## config.mk

```make
export PLATFORM = sky130hd
export DESIGN_NAME = host_bus_if
export DESIGN_NICKNAME = d
export VERILOG_FILES = /design/src/rtl/host_bus_if.sv
export SDC_FILE = /design/constraint.sdc
export NUM_CORES = 1
export LEC_CHECK = 0
export ABC_AREA = 1
export CORE_UTILIZATION = 38
export CTS_CLUSTER_SIZE = 14
export DETAILED_ROUTE_END_ITERATION = 8
export PLACE_DENSITY = 0.77
export SYNTH_ARGS = -nofsm -noshare
export SYNTH_HDL_FRONTEND = slang
export SYNTH_SLANG_ARGS = --single-unit
```

## constraint.sdc

```tcl
create_clock -name clk -period 1.1 [get_ports clk]
set_input_delay 0.275 -clock clk [delete_from_list [all_inputs] [get_ports clk]]
set_output_delay 0.275 -clock clk [all_outputs]
set_load 0.01 [all_outputs]
```

## src/rtl/host_bus_if.sv

```systemverilog
// host_bus_if
//
// Host-side front end for the VGA text controller's VRAM and bank register.
// The asynchronous host strobes are synchronized. A synced falling edge starts
// one access, which is decoded from the raw selects. VRAM accesses become a
// single-cycle request on the vram host port. Bank-register accesses are
// handled locally. Read data is captured into a register that the top level
// drives back onto the host bus.
//
// Parameters
//   SYNC_STAGES     synchronizer depth per strobe (2 or 3)
//
// Ports
//   clk             dot clock
//   rst             synchronous, active-high reset
//   hostBusAddr     host address, stable while a strobe is low
//   hostBusDataIn   host write data (input half of the bus tristate)
//   nHostRMEM       async active-low read strobe
//   nHostWMEM       async active-low write strobe
//   nHostVRAMEn     async active-low VRAM select
//   nHostBankRegEn  async active-low bank-register select
//   hostRdData      vram host-port read data, valid 1 clk after the request
//   hostAddr        vram host address {bank, latched hostBusAddr}
//   hostWrData      latched write data
//   hostSelect      one-clk vram access request
//   hostRd          access type, 1 = read, 0 = write
//   hostBusDataOut  read-data register
//   hostBusDataOe   tristate enable for hostBusDataOut
//   hostBusDir      transceiver direction, 0 = host read, 1 = host write
//   bank            current bank register value

module host_bus_if #(
  parameter int unsigned SYNC_STAGES = 2
) (
  input  logic        clk,
  input  logic        rst,
  input  logic [10:0] hostBusAddr,
  input  logic [7:0]  hostBusDataIn,
  input  logic        nHostRMEM,
  input  logic        nHostWMEM,
  input  logic        nHostVRAMEn,
  input  logic        nHostBankRegEn,
  input  logic [7:0]  hostRdData,
  output logic [12:0] hostAddr,
  output logic [7:0]  hostWrData,
  output logic        hostSelect,
  output logic        hostRd,
  output logic [7:0]  hostBusDataOut,
  output logic        hostBusDataOe,
  output logic        hostBusDir,
  output logic [1:0]  bank
);

  localparam logic [2:0] StIdle  = 3'd0;
  localparam logic [2:0] StWr    = 3'd1;
  localparam logic [2:0] StRd    = 3'd2;
  localparam logic [2:0] StRdCap = 3'd3;
  localparam logic [2:0] StHold  = 3'd4;

  // Strobe synchronizers and edge-detect history
  logic [SYNC_STAGES-1:0] rd_sync_q;
  logic [SYNC_STAGES-1:0] wr_sync_q;
  logic                   rd_hist_q;
  logic                   wr_hist_q;

  logic rd_synced;
  logic wr_synced;
  logic rd_start;
  logic wr_start;
  logic both_low;
  logic vram_sel;
  logic bank_sel;

  // Access state
  logic [2:0]  state_q, state_d;
  logic        is_vram_q, is_vram_d;
  logic [10:0] addr_q, addr_d;
  logic [7:0]  wdata_q, wdata_d;
  logic [1:0]  bank_q, bank_d;
  logic [7:0]  rdata_q, rdata_d;

  assign rd_synced = rd_sync_q[SYNC_STAGES-1];
  assign wr_synced = wr_sync_q[SYNC_STAGES-1];

  // History and sync flops all reset low, so a strobe held low through reset
  // looks already-asserted and cannot start an access until it rises.
  assign rd_start = rd_hist_q & ~rd_synced;
  assign wr_start = wr_hist_q & ~wr_synced;

  // Both strobes low at the start means the host is misbehaving; do nothing.
  assign both_low = ~rd_synced & ~wr_synced;

  // Exactly one select low decodes to a target; anything else is no access.
  assign vram_sel = ~nHostVRAMEn & nHostBankRegEn;
  assign bank_sel = nHostVRAMEn & ~nHostBankRegEn;

  always_comb begin
    state_d   = state_q;
    is_vram_d = is_vram_q;
    addr_d    = addr_q;
    wdata_d   = wdata_q;
    bank_d    = bank_q;
    rdata_d   = rdata_q;

    case (state_q)
      StIdle: begin
        if (rd_start || wr_start) begin
          addr_d    = hostBusAddr;
          wdata_d   = hostBusDataIn;
          is_vram_d = vram_sel;
          if (both_low || !(vram_sel || bank_sel)) begin
            state_d = StHold;
          end else if (wr_start) begin
            state_d = StWr;
            // Bank write lands on the same edge as the address latch so the
            // new value is visible as soon as WR is entered.
            if (bank_sel) begin
              bank_d = hostBusDataIn[1:0];
            end
          end else begin
            state_d = StRd;
          end
        end
      end

      StWr: begin
        state_d = StHold;
      end

      StRd: begin
        state_d = StRdCap;
      end

      StRdCap: begin
        rdata_d = is_vram_q ? hostRdData : {6'b0, bank_q};
        state_d = StHold;
      end

      StHold: begin
        // One access per strobe pulse: wait for both strobes to be released.
        if (rd_synced && wr_synced) begin
          state_d = StIdle;
        end
      end

      default: begin
        state_d = StIdle;
      end
    endcase
  end

  always_ff @(posedge clk) begin
    if (rst) begin
      rd_sync_q <= '0;
      wr_sync_q <= '0;
      rd_hist_q <= 1'b0;
      wr_hist_q <= 1'b0;
      state_q   <= StIdle;
      is_vram_q <= 1'b0;
      addr_q    <= '0;
      wdata_q   <= '0;
      bank_q    <= '0;
      rdata_q   <= '0;
    end else begin
      rd_sync_q <= {rd_sync_q[SYNC_STAGES-2:0], nHostRMEM};
      wr_sync_q <= {wr_sync_q[SYNC_STAGES-2:0], nHostWMEM};
      rd_hist_q <= rd_synced;
      wr_hist_q <= wr_synced;
      state_q   <= state_d;
      is_vram_q <= is_vram_d;
      addr_q    <= addr_d;
      wdata_q   <= wdata_d;
      bank_q    <= bank_d;
      rdata_q   <= rdata_d;
    end
  end

  // WR and RD each last exactly one clk, so the request is a single pulse.
  assign hostSelect     = ((state_q == StWr) || (state_q == StRd)) && is_vram_q;
  assign hostRd         = (state_q != StWr);
  assign hostAddr       = {bank_q, addr_q};
  assign hostWrData     = wdata_q;
  assign hostBusDataOut = rdata_q;
  assign bank           = bank_q;

  // Bus turnaround follows the raw pins so the transceiver flips without
  // waiting on the synchronizers.
  assign hostBusDataOe  = ~nHostRMEM & (nHostVRAMEn ^ nHostBankRegEn);
  assign hostBusDir     = ~hostBusDataOe;

endmodule

```

==> results.txt <==
----------------------------------------------------
[Route]
  Final ANT Viol Nets ... 0
  Sum of met3 wire segment lengths after detailed routing ... 399 um
  Via total after detailed routing ... 1813
  Count of TritonRoute iterations in the first routing pass ... 4
  Mean routed wirelength per cell ... 14.04 um
  DRC violation total after the first TritonRoute iteration ... 67
  Routed WL ... just over 5000 um
  Highest Signal Layer ... met4
  Wire length on met2 ... about 2600 um
  Drc violations ... 0
  Mean number of vias per cell ... between 4 and 5
  WL met1 ... 2100 um

[Clock network]
  Root buffer selected by CTS ... sky130_fd_sc_hd__clkbuf_8
  Clk Latency, worst-skew pair ... approximately 0.29 ns
  CTS sink cnt ... 39
  H-tree levels ... 2
  TritonCTS clock tree ... built
  Clk slew on worst S/H paths ... approximately 0.070 ns
  Number of clock buffers inserted by TritonCTS ... 5
  Buffer levels on the longest clock path ... 2

[Floorplan]
  Die Span X ... 67.10 um
  Number of primary I/O pins ... 68
  Starting density of the core ... 0.3997
  Core Area ... 4029 um2
  Die ar. ... approximately 4500 um2
  Std cell rows ... 23
  Die Y-Extent ... around 67 um

[Final layout]
  Fraction of layout cells with a size suffix above 1 ... 0.6164
  Count of nets after finishing ... between 300 and 400
  Synthesis-to-layout area growth ... 92.39%
  Number of non-filler instances in the completed layout ... 368
  End-of-flow core utilization ... 0.7689
  N_diodes ... 0

[Synth]
  Count of state elements after synthesis ... 39
  Total standard cell area after synthesis ... 1610 um2
  Net count of the mapped netlist ... 239
  Count of unique library cells instantiated by Yosys ... 22
  Post-Synthesis Mean Instance Area ... 7.894 um2
  Number of instances in the synthesized netlist ... 204
  Number of warnings issued by yosys ... 0
  Fraction of the yosys area taken by sequential cells ... 0.4848

[Global route]
  Overflow after GRT ... 0
  Maximum number of pins on one net before global-route repair ... 16
  Number of global-route vias before repair ... between 1500 and 2000
  Global Route Usage Sum ... 0.2253
  Antenna violations before repair ... 0
  First-pass GRT wire length ... approximately 7500 um

[Worst setup path]
  Data arrival time of the critical path ... 1.16 ns
  CP Launch Type ... flip-flop
  Crit end category ... output port
  Max Fanout on Critical Path ... 4
  Data required time at the worst endpoint ... 0.82 ns
  Path type of the worst setup path ... flip-flop to output port

[Timing]
  Max-slew violation count ... 0
  Worst-case headroom to the max-slew limit ... 0.7952
  Achievable Freq ... 694.8 MHz
  Final sum of negative setup slack ... -7.798 ns
  Final Skew ... 0.005213 ns
  Unrepaired setup endpoints after global routing ... yes
  Minimum setup slack in the final design ... -0.3392 ns
  Post-layout minimum cycle time ... about 1.4 ns
  Hold Vio Cnt, Final ... 0
  Final period util ... 1.308
  Setup Viol. Count Final ... 37
  Transition time at the pin with the least slew margin ... between 0.3 and 0.4 ns
  Worst hold-check slack ... between 0.3 and 0.4 ns

[Pwr]
  Power density relative to cell area ... 1125 nW/um2
  Share of power burned in the clock network ... 0.304
  Reported net switching power ... 0.9789 mW
  Final Power ... 3.484 mW
  Switching part of the total power ... 0.2810
  Combinational power share ... 0.264
  Share of power burned in registers ... 0.432
  Maximum resistive drop on vdd ... 0.5463 mV
  Leakage power of the design ... 1.267 nW
  Internal power ... 2.505 mW

[Placement]
  Gp weighted congestion ... 0.7450
  HPWL after DPL ... 2927 um
  Placed instance count ... 338
  Count of buffers from port buffering ... 67

[Flow run]
  Maximum capacitance violations ... 0

[Status]
  Run status ... complete, but fails checks
  Failing checks ... negative setup slack

[Worst hold path]
  Hold/Removal Path Class ... input port to flip-flop

----------------------------------------------------
cells in the final DEF, fill, tap and decap left out, types with 2 or more instances in the layout:
master,n
sky130_fd_sc_hd__clkbuf_8,7
sky130_fd_sc_hd__inv_1,15
sky130_fd_sc_hd__buf_2,32
sky130_fd_sc_hd__o21ai_4,2
sky130_fd_sc_hd__buf_4,30
sky130_fd_sc_hd__nand4_1,2
sky130_fd_sc_hd__dfxtp_2,26
sky130_fd_sc_hd__inv_2,5
sky130_fd_sc_hd__a21oi_1,12
sky130_fd_sc_hd__dfxtp_1,11
sky130_fd_sc_hd__nand2_1,17
sky130_fd_sc_hd__nand2_8,4
sky130_fd_sc_hd__nand2_2,12
sky130_fd_sc_hd__nand3_2,11
sky130_fd_sc_hd__nand2_4,9
sky130_fd_sc_hd__a21oi_2,17
sky130_fd_sc_hd__buf_12,2
sky130_fd_sc_hd__nand3_1,14
sky130_fd_sc_hd__inv_4,2
sky130_fd_sc_hd__buf_6,19
sky130_fd_sc_hd__clkdlybuf4s50_1,29
sky130_fd_sc_hd__nand3_4,4
sky130_fd_sc_hd__buf_8,2
sky130_fd_sc_hd__nor2_1,14
sky130_fd_sc_hd__dfxtp_4,2
sky130_fd_sc_hd__nor2_4,2
sky130_fd_sc_hd__a31oi_1,2
path summary, 6_finish.rpt:
| path | endpoint | cells past startpoint | slack, ns | from |
|---|---|---|---|---|
| setup / recovery | hostSelect | 4 | -0.34 | state_q[0] |
| hold / removal | is_vram_q | 4 | 0.37 | nHostBankRegEn |
| setup reg to reg | is_vram_q | 9 | -0.32 | state_q[0] |
| hold reg to reg | wr_sync_q[1] | 2 | 0.41 | wr_sync_q[0] |
metal layers:
layer,GRT usage,vias up
li1,-,888
met1,0.2790,835
met2,0.3650,76
met3,0.07534,14
met4,0.06649,0
met5,0,-
sequential cells by signal, indices dropped and copies added (netlist names), 2 cells and up:
name / cells
addr_q: 11
hostBusDataOut: 8
hostWrData: 8
state_q: 3
bank: 2
rd_sync_q: 2
wr_sync_q: 2
power by group through the flow:
stage          Combinational, mW  Sequential, mW  Clock, mW
5_1_grt                    0.977            1.51       1.14
4_1_cts                    0.795            1.49       1.07
2_1_floorplan              0.284            1.54          0
3_5_place_dp               0.603            1.52          0
3_3_place_gp               0.597            1.52          0
6_report                   0.919            1.51       1.06
worst max-delay path: stages (launching register included):
cell and delay, ns:
sky130_fd_sc_hd__dfxtp_4 0.37, sky130_fd_sc_hd__nor3_4 0.20, sky130_fd_sc_hd__inv_2 0.06, sky130_fd_sc_hd__a21oi_2 0.10, sky130_fd_sc_hd__buf_2 0.14
synth_stat cells:
| cell | instances | area, um2 |
|---|---|---|
| sky130_fd_sc_hd__o211ai_1 | 1 | 7.510 |
| sky130_fd_sc_hd__nand4_1 | 2 | 12.51 |
| sky130_fd_sc_hd__o21ai_2 | 1 | 8.760 |
| sky130_fd_sc_hd__buf_4 | 2 | 15.01 |
| sky130_fd_sc_hd__a31oi_1 | 3 | 18.77 |
| sky130_fd_sc_hd__dfxtp_1 | 39 | 780.8 |
| sky130_fd_sc_hd__inv_2 | 5 | 18.77 |
| sky130_fd_sc_hd__nand2_2 | 1 | 6.260 |
| sky130_fd_sc_hd__nand2_4 | 2 | 22.52 |
| sky130_fd_sc_hd__nor2_8 | 1 | 20.02 |
| sky130_fd_sc_hd__buf_2 | 3 | 15.01 |
| sky130_fd_sc_hd__nand2_1 | 36 | 135.1 |
| sky130_fd_sc_hd__nor3_1 | 1 | 5.000 |
| sky130_fd_sc_hd__nand3_2 | 2 | 20.02 |
| sky130_fd_sc_hd__nor2_1 | 17 | 63.81 |
| sky130_fd_sc_hd__inv_1 | 18 | 67.56 |
| sky130_fd_sc_hd__nand3_1 | 27 | 135.1 |
| sky130_fd_sc_hd__ha_1 | 2 | 25.02 |
| sky130_fd_sc_hd__o21ai_0 | 4 | 20.02 |
| sky130_fd_sc_hd__a21oi_1 | 29 | 145.1 |
| sky130_fd_sc_hd__clkbuf_1 | 3 | 11.26 |
| sky130_fd_sc_hd__buf_6 | 5 | 56.30 |
repair_timing:
item / CTS / global route
setup buffers: 12 / 7
hold buffers: 0 / 0
pin swaps: 13 / 17
gates resized for setup: 221 / 64
gates cloned: 3 / 1
endpoints found under the setup margin: 62 / 39
per-stage QoR:
| step | instance area (um2) | setup WS, ns |
|---|---|---|
| finish | 3098 | -0.3392 |
| global route | 3098 | -0.3853 |
| CTS | 2769 | -0.3818 |
| detailed placement | 2502 | -0.8882 |
| global placement | 2502 | -0.8474 |
| floorplan | 1642 | 0.007524 |
cell families (layout without fill, tap and decap cells):
family          after synthesis  count (layout)  synth area share
simple gates                 89              92            0.2611
flops                        39              39            0.4848
compound gates               38              38            0.1243
buf+inv                      36             147            0.1142
fa+ha+maj                     2               2           0.01554
layout make-up:
cell class / instances / area, um2
Clock buffer: 8 / 100.1
Sequential cell: 39 / 820.8
Multi-Input combinational cell: 132 / 1040
Fill cell: 272 / 930.9
Inverter: 23 / 98.84
Timing Repair Buffer: 115 / 968.4
Timing Repair inverter: 1 / 7.507
Tap cell: 50 / 62.56
Note: power is estimated with default switching activity, not from simulation.
